<file path="src/rtl/uart_record_assembler.sv">
// uart_record_assembler
// Hunts for a two-byte sync word in a UART byte stream. It then collects a
// 25-byte event payload and checks the trailing XOR checksum. Each good frame
// is emitted as a single-beat 256-bit AXI-Stream word.
//   clk, rst_n        : clock, synchronous active-low reset
//   s_axis_*          : 8-bit byte stream in (tdata/tvalid/tready)
//   m_axis_*          : 256-bit record out (tdata/tvalid/tready/tlast)
//   rec_count         : records delivered (wraps)
//   cksum_err_count   : checksum failures (saturating)
//   timeout_count     : inter-byte timeouts inside a frame (saturating)
module uart_record_assembler #(
  parameter logic [7:0]  SYNC0          = 8'hA5,
  parameter logic [7:0]  SYNC1          = 8'h5A,
  parameter int unsigned TIMEOUT_CYCLES = 100000
) (
  input  logic         clk,
  input  logic         rst_n,
  input  logic [7:0]   s_axis_tdata,
  input  logic         s_axis_tvalid,
  output logic         s_axis_tready,
  output logic [255:0] m_axis_tdata,
  output logic         m_axis_tvalid,
  input  logic         m_axis_tready,
  output logic         m_axis_tlast,
  output logic [31:0]  rec_count,
  output logic [15:0]  cksum_err_count,
  output logic [15:0]  timeout_count
);

  localparam int unsigned NUM_LANES = 25;
  localparam int unsigned IW        = 5;
  localparam int unsigned TW        = $clog2(TIMEOUT_CYCLES);

  typedef enum logic [2:0] {HUNT0, HUNT1, PAY, CHK, OUT} state_t;

  state_t        state;
  logic [IW-1:0] idx;
  logic [7:0]    xor_acc;
  logic [TW-1:0] tmo;
  logic          byte_acc;

  assign byte_acc = s_axis_tvalid && s_axis_tready;

  // Frame state machine, lane capture, timeout and statistics
  always_ff @(posedge clk) begin
    if (!rst_n) begin
      state           <= HUNT0;
      idx             <= '0;
      xor_acc         <= '0;
      tmo             <= '0;
      s_axis_tready   <= 1'b0;
      m_axis_tdata    <= '0;
      m_axis_tvalid   <= 1'b0;
      m_axis_tlast    <= 1'b0;
      rec_count       <= '0;
      cksum_err_count <= '0;
      timeout_count   <= '0;
    end else begin
      // Inter-byte timeout; state changes below only happen on an accepted
      // byte, so an accepted byte always overrides an expiring timeout.
      if (state inside {HUNT1, PAY, CHK}) begin
        if (byte_acc) begin
          tmo <= '0;
        end else if (tmo == TW'(TIMEOUT_CYCLES - 1)) begin
          tmo   <= '0;
          state <= HUNT0;
          if (timeout_count != 16'hFFFF) timeout_count <= timeout_count + 16'd1;
        end else begin
          tmo <= tmo + TW'(1);
        end
      end

      case (state)
        HUNT0: begin
          s_axis_tready <= 1'b1;
          tmo           <= '0;
          if (byte_acc && s_axis_tdata == SYNC0) state <= HUNT1;
        end
        HUNT1: begin
          if (byte_acc) begin
            if (s_axis_tdata == SYNC1) begin
              state   <= PAY;
              idx     <= '0;
              xor_acc <= '0;
            end else if (s_axis_tdata != SYNC0) begin
              state <= HUNT0;
            end
          end
        end
        PAY: begin
          if (byte_acc) begin
            m_axis_tdata[8*idx +: 8] <= s_axis_tdata;
            xor_acc <= xor_acc ^ s_axis_tdata;
            idx     <= idx + IW'(1);
            if (idx == IW'(NUM_LANES - 1)) state <= CHK;
          end
        end
        CHK: begin
          if (byte_acc) begin
            if (s_axis_tdata == xor_acc) begin
              state         <= OUT;
              m_axis_tvalid <= 1'b1;
              m_axis_tlast  <= 1'b1;
              s_axis_tready <= 1'b0;
            end else begin
              state <= HUNT0;
              if (cksum_err_count != 16'hFFFF) cksum_err_count <= cksum_err_count + 16'd1;
            end
          end
        end
        OUT: begin
          // Record is held stable; no timeout while backpressured
          if (m_axis_tready) begin
            m_axis_tvalid <= 1'b0;
            m_axis_tlast  <= 1'b0;
            s_axis_tready <= 1'b1;
            rec_count     <= rec_count + 32'd1;
            state         <= HUNT0;
          end
        end
        default: state <= HUNT0;
      endcase
    end
  end

endmodule

</file>
<file path="config.mk">
export PLATFORM = sky130hd
export DESIGN_NAME = uart_record_assembler
export DESIGN_NICKNAME = d
export VERILOG_FILES = /design/src/rtl/uart_record_assembler.sv
export SDC_FILE = /design/constraint.sdc
export NUM_CORES = 1
export LEC_CHECK = 0
export CORE_MARGIN = 2
export CORE_UTILIZATION = 30
export DETAILED_ROUTE_END_ITERATION = 8
export PLACE_DENSITY_LB_ADDON = 0.08
export SLEW_MARGIN = 25
export SYNTH_ARGS = -nofsm -noshare
export SYNTH_HDL_FRONTEND = slang
export SYNTH_SLANG_ARGS = --single-unit
</file>
<file path="constraint.sdc">
create_clock -name clk -period 5.7 [get_ports clk]
set_input_delay 1.14 -clock clk [delete_from_list [all_inputs] [get_ports clk]]
set_output_delay 1.14 -clock clk [all_outputs]
set_load 0.01 [all_outputs]
</file>
==> results of run 1 <==
-- per-layer routing --
metal	track usage [%]	part of all wire, %	wire, um
met1	27.5	46	25700
met2	31.2	45	24800
met3	4.98	6.4	3530
met4	5.34	2.3	1270
met5	0	0	0
-- worst max-delay path, stage by stage (launching register included) --
cell and delay (ns):
dfxtp_1 0.76, inv_1 0.26, ha_1 0.36, nor2b_1 0.18, nor2b_1 0.16, ha_1 0.64
inv_1 0.25, a21oi_4 0.53, nand4_1 0.67, o31ai_1 0.47
-- area by class of cell --
type | count | area (um^2) | share of cell area, %
Clock buffer | 59 | 1210 | 5.89
Sequential cell | 355 | 7110 | 34.4
Timing Repair Buffer | 353 | 3450 | 16.7
Multi-Input combinational cell | 1247 | 7730 | 37.5
Inverter | 24 | 90.1 | 0.436
Clock inverter | 15 | 189 | 0.915
Tap cell | 680 | 851 | 4.12
-- state kept, by name (all words and copies together), names as in the netlist --
signal,cells
tmo,17
m_axis_tlast,1
cksum_err_count,16
state,3
xor_acc,8
rec_count,32
timeout_count,16
idx,5
m_axis_tdata,256
s_axis_tready,1
-- Yosys cell counts, types with 23 or more instances --
cell type,number
o31ai_1,27
clkbuf_1,106
mux2i_1,192
nand4_1,77
xnor2_1,32
a21oi_1,57
o21ai_0,72
nand2_1,354
nor2_1,75
or3_1,29
inv_1,23
dfxtp_1,355
nand3_1,112
-- power by group --
| group | internal (W) | switching, W |
|---|---|---|
| registers | 0.00248 | 0.000000562 |
| clock network | 0.00166 | 0.00110 |
| logic | 0.0000132 | 0.0000960 |
-- through the flow --
step | power (W) | hold WS, ns | util [%] | cells | setup slack (ns)
6_report | 0.00535 | 0.451 | 40.5 | 2733 | 1.31
2_1_floorplan | 0.00260 | 0.426 | - | 1759 | 2.61
3_5_place_dp | 0.00265 | 0.445 | 37.7 | 2659 | 1.35
4_1_cts | 0.00544 | 0.455 | 40.4 | 2733 | 1.34
3_3_place_gp | 0.00265 | 0.443 | 37.7 | 2659 | 1.57
5_1_grt | 0.00554 | 0.475 | 40.5 | 2733 | 0.977
-- kinds of logic (layout without fill, tap and decap cells) --
family	after synthesis	after routing	share of synthesized area (%)
mux	194	194	12.6
compound gates	209	209	8.18
buf+inv	157	451	4.08
xor+xnor	43	43	2.49
fa+ha+maj	7	7	0.569
simple gates	794	794	25.9
flops	355	355	46.2
-- how the worst min path moves through the flow --
stage / start / endpoint / slack (ns) / depth (start not counted)
after detailed placement: m_axis_tdata[118] / m_axis_tdata[118] / 0.45 / 2
after global placement: m_axis_tdata[193] / m_axis_tdata[193] / 0.44 / 2
after CTS: tmo[16] / tmo[16] / 0.46 / 1
after floorplan: tmo[16] / tmo[16] / 0.43 / 1
final: m_axis_tdata[7] / m_axis_tdata[7] / 0.45 / 2
after global routing: tmo[16] / tmo[16] / 0.48 / 1
==> impl_metrics.py, run 1 <==
metrics = {
    "clocking": {
        "cts-resized-gates": 0,
        "path_clk_slew_ns": 0.06,
        "clk_path_buf_depth": 3,
        "insertion_delay_ns": 0.57,
        "cts_buffers": 42,
        "cts_sinks": 355,
        "clockRootBuffer": "clkbuf_16",
        "cts_tree": "built",
        "cts_max_level": 2,
        "post_cts_buffers": 0,
        "cts_hold_buf": 0,
    },
    "worst_setup_path": {
        "r2r_setup_slack_ns": 1.31,
        "worstSetupPathType": "reg2reg",
        "r2r-end": "m_axis_tdata[77]",
        "crit_required_ns": 6.17,
        "path_max_fanout": 21,
        "start_kind": "flop",
        "crit_end": "m_axis_tdata[77]",
        "cp-startpoint": "idx[0]",
        "end_kind": "flop",
        "arrival_ns": 4.85,
        "r2r.worst_path.cells": 9,
        "r2r_start": "idx[0]",
    },
    "logic_synthesis": {
        "ys_seq_area_share_pct": 46.2,
        "netlist-cell-type-count": 70,
        "synthArstFlopShare_pct": 0,
        "postSynthAreaPerCell_um2": 8.75,
        "yosys_register_bits": 355,
        "yosys_warnings": 0,
        "synth_nets": 1778,
        "synth_top_area_share_pct": 46.2,
        "netlist_instances": 1759,
        "ys_top_cells_by_area": "dfxtp_1, mux2i_1, nand2_1",
        "synth_top_area_cell": "dfxtp_1",
        "dominantRegCellSynth": "dfxtp_1",
        "synth_edf_count": 0,
        "synth_area_um2": 15400,
    },
    "global_route": {
        "grt_pass1_wl_um": 82300,
        "overflow": 0,
        "grt_start_max_net_pins": 107,
        "grtUsageTotal_pct": 20.0,
        "grt_pass1_vias": 13100,
        "antenna_found_initial": 0,
    },
    "routing": {
        "vias": 13800,
        "dr.first_iter.drc_count": 842,
        "wl_per_cell_um": 20.2,
        "vias_per_cell": 5.04,
        "wl_um": 55300,
        "drc": 0,
        "dr.pass1.iters": 5,
        "ant_nets": 0,
    },
    "sta": {
        "tns_ns": 0,
        "tightest_slew_ns": 1.07,
        "maxSlewHeadroom_pct": 28.6,
        "skew_ns": 0.0295,
        "final_hold_viol_count": 0,
        "fmax_mhz": 228,
        "finalSetupViolCount": 0,
        "fin_crit_sh_pct": 77.0,
        "grt_setup_unrepaired": "false",
        "slew_viol_final": 0,
        "min_period_ns": 4.39,
    },
    "placed_design": {
        "dp_hpwl_um": 36700,
        "dpl_cell_area_um2": 19200,
        "io_buffers": 334,
        "gp_congestion": 0.817,
    },
    "status": {
        "run_status": "complete, no violations",
    },
    "final_layout": {
        "nets": 2042,
        "fillers": 5103,
        "n_antenna_cell": 0,
        "layout_commonest_cell": "dfxtp_1",
        "drive_above_1_share_pct": 6.87,
        "mostFrequentLayoutCells": "dfxtp_1, nand2_1, clkdlybuf4s50_1",
        "area_growth_pct": 34.0,
        "final_area_um2": 20600,
    },
    "power_and_ir_drop": {
        "p_leak_nw": 7.45,
        "power_density_nw_per_um2": 259,
        "ir_worst_vdd_v": 0.000183,
    },
    "min_path": {
        "hold_class": "reg2reg",
    },
    "floorplanning": {
        "dieArea_um2": 53200,
        "die_w_um": 231,
        "coreArea_um2": 51000,
        "row_count": 83,
        "fp.dieH_um": 231,
        "io_pins": 335,
        "initial_core_util_pct": 30.2,
    },
    "flow_run": {
        "maxCapViolations": 0,
    },
}
(Power assumes the default switching activity.)
==> inputs of run 2 (changes only) <==
==> constraint.sdc (replaced) <==
create_clock -name clk -period 3.9 [get_ports clk]
set_input_delay 0.78 -clock clk [delete_from_list [all_inputs] [get_ports clk]]
set_output_delay 0.78 -clock clk [all_outputs]
set_load 0.01 [all_outputs]
==> impl_metrics.py, run 2 (synthesized netlist as in run 1, its figures left out) <==
metrics = {
    "routing": {
        "dr.pass1.iters": 5,
        "vias_per_cell": 5.07,
        "vias": 14000,
        "ant_nets": 0,
        "dr.first_iter.drc_count": 874,
        "wl_per_cell_um": 20.1,
        "drc": 0,
        "wl_um": 55600,
    },
    "final_layout": {
        "mostFrequentLayoutCells": "dfxtp_1, nand2_1, clkdlybuf4s50_1",
        "regArea_um2": 7110,
        "drive_above_1_share_pct": 8.03,
        "largest_reg_flops": 256,
        "regMostFlops": "m_axis_tdata",
        "nets": 2067,
        "area_growth_pct": 35.6,
        "largestRegisters": "m_axis_tdata: 256 flops, rec_count: 32 flops, tmo: 17 flops",
        "fillers": 5046,
        "multi_input_area_um2": 7720,
        "layout_commonest_cell": "dfxtp_1",
        "n_antenna_cell": 0,
    },
    "floorplanning": {
        "row_count": 83,
        "fp.dieH_um": 231,
        "initial_core_util_pct": 30.2,
        "io_pins": 335,
        "die_w_um": 231,
        "dieArea_um2": 53200,
        "coreArea_um2": 51000,
    },
    "status": {
        "run_status": "complete, no violations",
    },
    "global_route": {
        "grtUsageTotal_pct": 20.4,
        "grt_pass1_vias": 13500,
        "grt_start_max_net_pins": 131,
        "grt_pass1_wl_um": 84400,
        "antenna_found_initial": 0,
        "overflow": 0,
    },
    "sta": {
        "tns_ns": 0,
        "fmax_mhz": 309,
        "fin_crit_sh_pct": 83.0,
        "whs_ns": 0.460,
        "finalSetupViolCount": 0,
        "skew_ns": 0.00981,
        "tightest_slew_ns": 0.927,
        "final_hold_viol_count": 0,
        "min_period_ns": 3.24,
        "grt_setup_unrepaired": "false",
        "slew_viol_final": 0,
        "maxSlewHeadroom_pct": 38.2,
    },
    "clocking": {
        "insertion_delay_ns": 0.56,
        "path_clk_slew_ns": 0.06,
        "clk_path_buf_depth": 3,
        "cts_hold_buf": 0,
        "cts_buffers": 43,
        "cts-resized-gates": 0,
        "clockRootBuffer": "clkbuf_16",
        "cts_tree": "built",
        "cts_sinks": 355,
        "cts_max_level": 2,
        "post_cts_buffers": 0,
    },
    "worst_setup_path": {
        "crit_slowest_cell": "nor4_4",
        "r2r_setup_slack_ns": 0.66,
        "path_max_fanout": 16,
        "end_kind": "flop",
        "crit_path_max_incr_delay_ns": 0.85,
        "start_kind": "flop",
        "worstSetupPathType": "reg2reg",
        "cp.buffers_inverters": 1,
        "cp_cell_sequence": "inv_1, ha_1, nor2b_1, nor2b_1, ha_1, a211o_1, nor4_4, o21ai_0",
        "crit_required_ns": 4.30,
        "arrival_ns": 3.64,
        "cp_top_family": "simple AND/OR/NAND/NOR gates",
    },
    "power_and_ir_drop": {
        "p_leak_nw": 7.60,
        "power_density_nw_per_um2": 382,
        "power_w": 0.00798,
        "ir_worst_vdd_v": 0.000293,
    },
    "min_path": {
        "hold_class": "reg2reg",
    },
    "flow_run": {
        "maxCapViolations": 0,
    },
    "placed_design": {
        "dp_hpwl_um": 38100,
        "gp_congestion": 0.800,
        "io_buffers": 334,
    },
}
run 2: layout make-up:
| cell class | count | share of cell area, % |
|---|---|---|
| Tap cell | 680 | 4.07 |
| Inverter | 24 | 0.431 |
| Sequential cell | 355 | 34.0 |
| Timing Repair Buffer | 377 | 17.4 |
| Clock buffer | 63 | 6.29 |
| Multi-Input combinational cell | 1247 | 36.9 |
| Clock inverter | 13 | 0.791 |
run 2: metrics by stage:
stage / instances / setup slack [ns] / instance area, um^2 / utilization (%)
6_report: 2759 / 0.664 / 20900 / 41.0
5_1_grt: 2759 / 0.380 / 20900 / 41.0
4_1_cts: 2759 / 0.666 / 20900 / 41.0
3_5_place_dp: 2683 / 0.655 / 19400 / 38.1
3_3_place_gp: 2683 / 0.725 / 19400 / 38.0
2_1_floorplan: 1759 / 0.810 / 15400 / -
run 2: worst paths after layout:
path | startpoint | endpoint | cells after the start
min reg2reg | m_axis_tdata[67] | m_axis_tdata[67] | 2
min | m_axis_tdata[67] | m_axis_tdata[67] | 2
max | idx[1] | m_axis_tdata[100] | 8
max reg2reg | idx[1] | m_axis_tdata[100] | 8
run 2: worst min-delay path, stage by stage (launching register included):
cell	delay, ns
dfxtp_1	0.31
nand2_1	0.05
mux2i_1	0.05
run 2: metal layers:
metal	global-route usage, %	routed length, um
met1	28.6	26400
met2	32.4	25300
met3	3.80	2830
met4	4.74	1070
met5	0	0
run 2: power breakdown:
group / internal [W] / switching (W) / total (W)
Clock: 0.00259 / 0.00160 / 0.00419
Combinational: 0.0000248 / 0.000137 / 0.000161
Sequential: 0.00363 / 0.000000787 / 0.00363
==> inputs of run 3 (changes only) <==
==> constraint.sdc (replaced) <==
create_clock -name clk -period 3.3 [get_ports clk]
set_input_delay 0.66 -clock clk [delete_from_list [all_inputs] [get_ports clk]]
set_output_delay 0.66 -clock clk [all_outputs]
set_load 0.01 [all_outputs]
==> impl_metrics.py, run 3 (synthesized netlist as in run 1, its figures left out) <==
metrics = {
    "status": {
        "run_status": "complete, no violations",
    },
    "min_path": {
        "min_path_cells": 2,
        "hold_class": "reg2reg",
        "hold_path_end": "m_axis_tdata[5]",
        "min-delay-start": "m_axis_tdata[5]",
    },
    "global_route": {
        "antenna_found_initial": 0,
        "grtUsageTotal_pct": 20.4,
        "grt_pass1_wl_um": 84600,
        "grt_start_max_net_pins": 153,
        "overflow": 0,
        "grt_pass1_vias": 13600,
    },
    "worst_setup_path": {
        "path_max_fanout": 13,
        "worstSetupPathType": "reg2reg",
        "r2r-end": "m_axis_tdata[121]",
        "r2r.worst_path.cells": 10,
        "crit_required_ns": 3.73,
        "crit_slowest_cell": "nor2_2",
        "cp_top_family": "simple AND/OR/NAND/NOR gates",
        "crit_path_max_incr_delay_ns": 0.46,
        "start_kind": "flop",
        "r2r_start": "idx[0]",
        "end_kind": "flop",
        "cp_cell_sequence": "inv_1, ha_1, nor2b_1, nor2b_1, ha_1, buf_4, o21ai_2, nor2_2, nand2_1, mux2i_1",
        "arrival_ns": 3.51,
        "r2r_setup_slack_ns": 0.22,
        "cp.buffers_inverters": 2,
    },
    "routing": {
        "dr.first_iter.drc_count": 876,
        "wl_per_cell_um": 20.2,
        "ant_nets": 0,
        "vias_per_cell": 5.06,
        "vias": 14000,
        "wl_um": 55900,
        "dr.pass1.iters": 4,
        "drc": 0,
    },
    "sta": {
        "fmax_mhz": 324,
        "finalSetupViolCount": 0,
        "min_period_ns": 3.08,
        "maxSlewHeadroom_pct": 32.4,
        "grt_setup_unrepaired": "false",
        "tightest_slew_ns": 1.00,
        "setup_ws_ns": 0.217,
        "slew_viol_final": 0,
        "skew_ns": 0.0170,
        "fin_crit_sh_pct": 93.4,
        "tns_ns": 0,
        "final_hold_viol_count": 0,
    },
    "placed_design": {
        "io_buffers": 334,
        "gp_congestion": 0.804,
        "dp_hpwl_um": 38900,
        "dpl_cell_area_um2": 19500,
        "place_ws_ns": 0.255,
    },
    "power_and_ir_drop": {
        "power_density_nw_per_um2": 429,
        "ir_worst_vdd_v": 0.000282,
        "power_w": 0.00893,
        "p_leak_nw": 7.59,
    },
    "clocking": {
        "clk_path_buf_depth": 3,
        "clockRootBuffer": "clkbuf_16",
        "cts_buffers": 41,
        "cts_sinks": 355,
        "cts_hold_buf": 0,
        "insertion_delay_ns": 0.57,
        "cts-resized-gates": 0,
        "post_cts_buffers": 0,
        "cts_max_level": 2,
        "cts_tree": "built",
        "path_clk_slew_ns": 0.06,
    },
    "final_layout": {
        "largest_reg_flops": 256,
        "multi_input_area_um2": 7710,
        "n_antenna_cell": 0,
        "mostFrequentLayoutCells": "dfxtp_1, nand2_1, clkdlybuf4s50_1",
        "post-route-util_pct": 40.8,
        "layout_commonest_cell": "dfxtp_1",
        "drive_above_1_share_pct": 8.37,
        "area_growth_pct": 35.2,
        "regArea_um2": 7110,
        "final_area_um2": 20800,
        "fillers": 5095,
        "largestRegisters": "m_axis_tdata: 256 flops, rec_count: 32 flops, tmo: 17 flops",
        "nets": 2083,
        "regMostFlops": "m_axis_tdata",
    },
    "floorplanning": {
        "coreArea_um2": 51000,
        "row_count": 83,
        "initial_core_util_pct": 30.2,
        "die_w_um": 231,
        "io_pins": 335,
        "fp.dieH_um": 231,
        "dieArea_um2": 53200,
    },
    "flow_run": {
        "maxCapViolations": 0,
    },
}
run 3: cell count changes in the layout (fill, tap and decap cells not counted), sizes merged:
cell / previous run / this run
buf: 52 / 70
bufinv: 4 / 2
clkbuf: 63 / 59
clkinv: 9 / 7
clkinvlp: 0 / 1
inv: 24 / 26
run 3: cell type report:
cell class                 instances  area share [%]
clock inverter                    12           0.577
multi-input combinational       1247            37.0
inverter                          24           0.433
clock buffer                      59            5.59
timing repair buffer             395            18.1
sequential                       355            34.1
tap                              680            4.09
run 3: power breakdown:
group / total, W / internal (W) / switching (W) / leakage [nW]
clock network: 0.00445 / 0.00260 / 0.00185 / 0.633
logic: 0.000195 / 0.0000307 / 0.000164 / 4.09
registers: 0.00429 / 0.00429 / 0.000000819 / 2.86
total: 0.00893 / 0.00692 / 0.00201 / 7.59
run 3: worst max-delay path by stage:
stage	end	startpoint	slack, ns	cells after the start
floorplan	m_axis_tdata[240]	idx[0]	0.21	13
global placement	m_axis_tdata[10]	s_axis_tvalid	0.28	6
detailed placement	m_axis_tdata[12]	s_axis_tvalid	0.26	6
CTS	m_axis_tdata[121]	idx[0]	0.26	10
global route	m_axis_tdata[121]	idx[0]	0.07	10
finish	m_axis_tdata[121]	idx[0]	0.22	10
run 3: per-layer routing:
metal  track usage [%]  share of wire, %
met5                 0                 0
met4              6.31               2.4
met3              3.32               4.8
met2              32.2                45
met1              28.5                47
run 3: through the flow:
step | hold WS, ns | std cells
after detailed placement | 0.447 | 2701
after global routing | 0.475 | 2772
final | 0.452 | 2772
after floorplan | 0.426 | 1759
after global placement | 0.441 | 2701
after CTS | 0.454 | 2772
run 3: worst register-to-register path, delay by kind of cell (launching register included):
kind / cells / cell delay [ns]
AND/OR/NAND/NOR: 4 / 1.23
buffers and inverters: 2 / 0.30
adder cells (fa/ha/maj): 2 / 0.60
AO/OA/AOI/OAI: 1 / 0.28
multiplexers: 1 / 0.22
flip-flops: 1 / 0.33
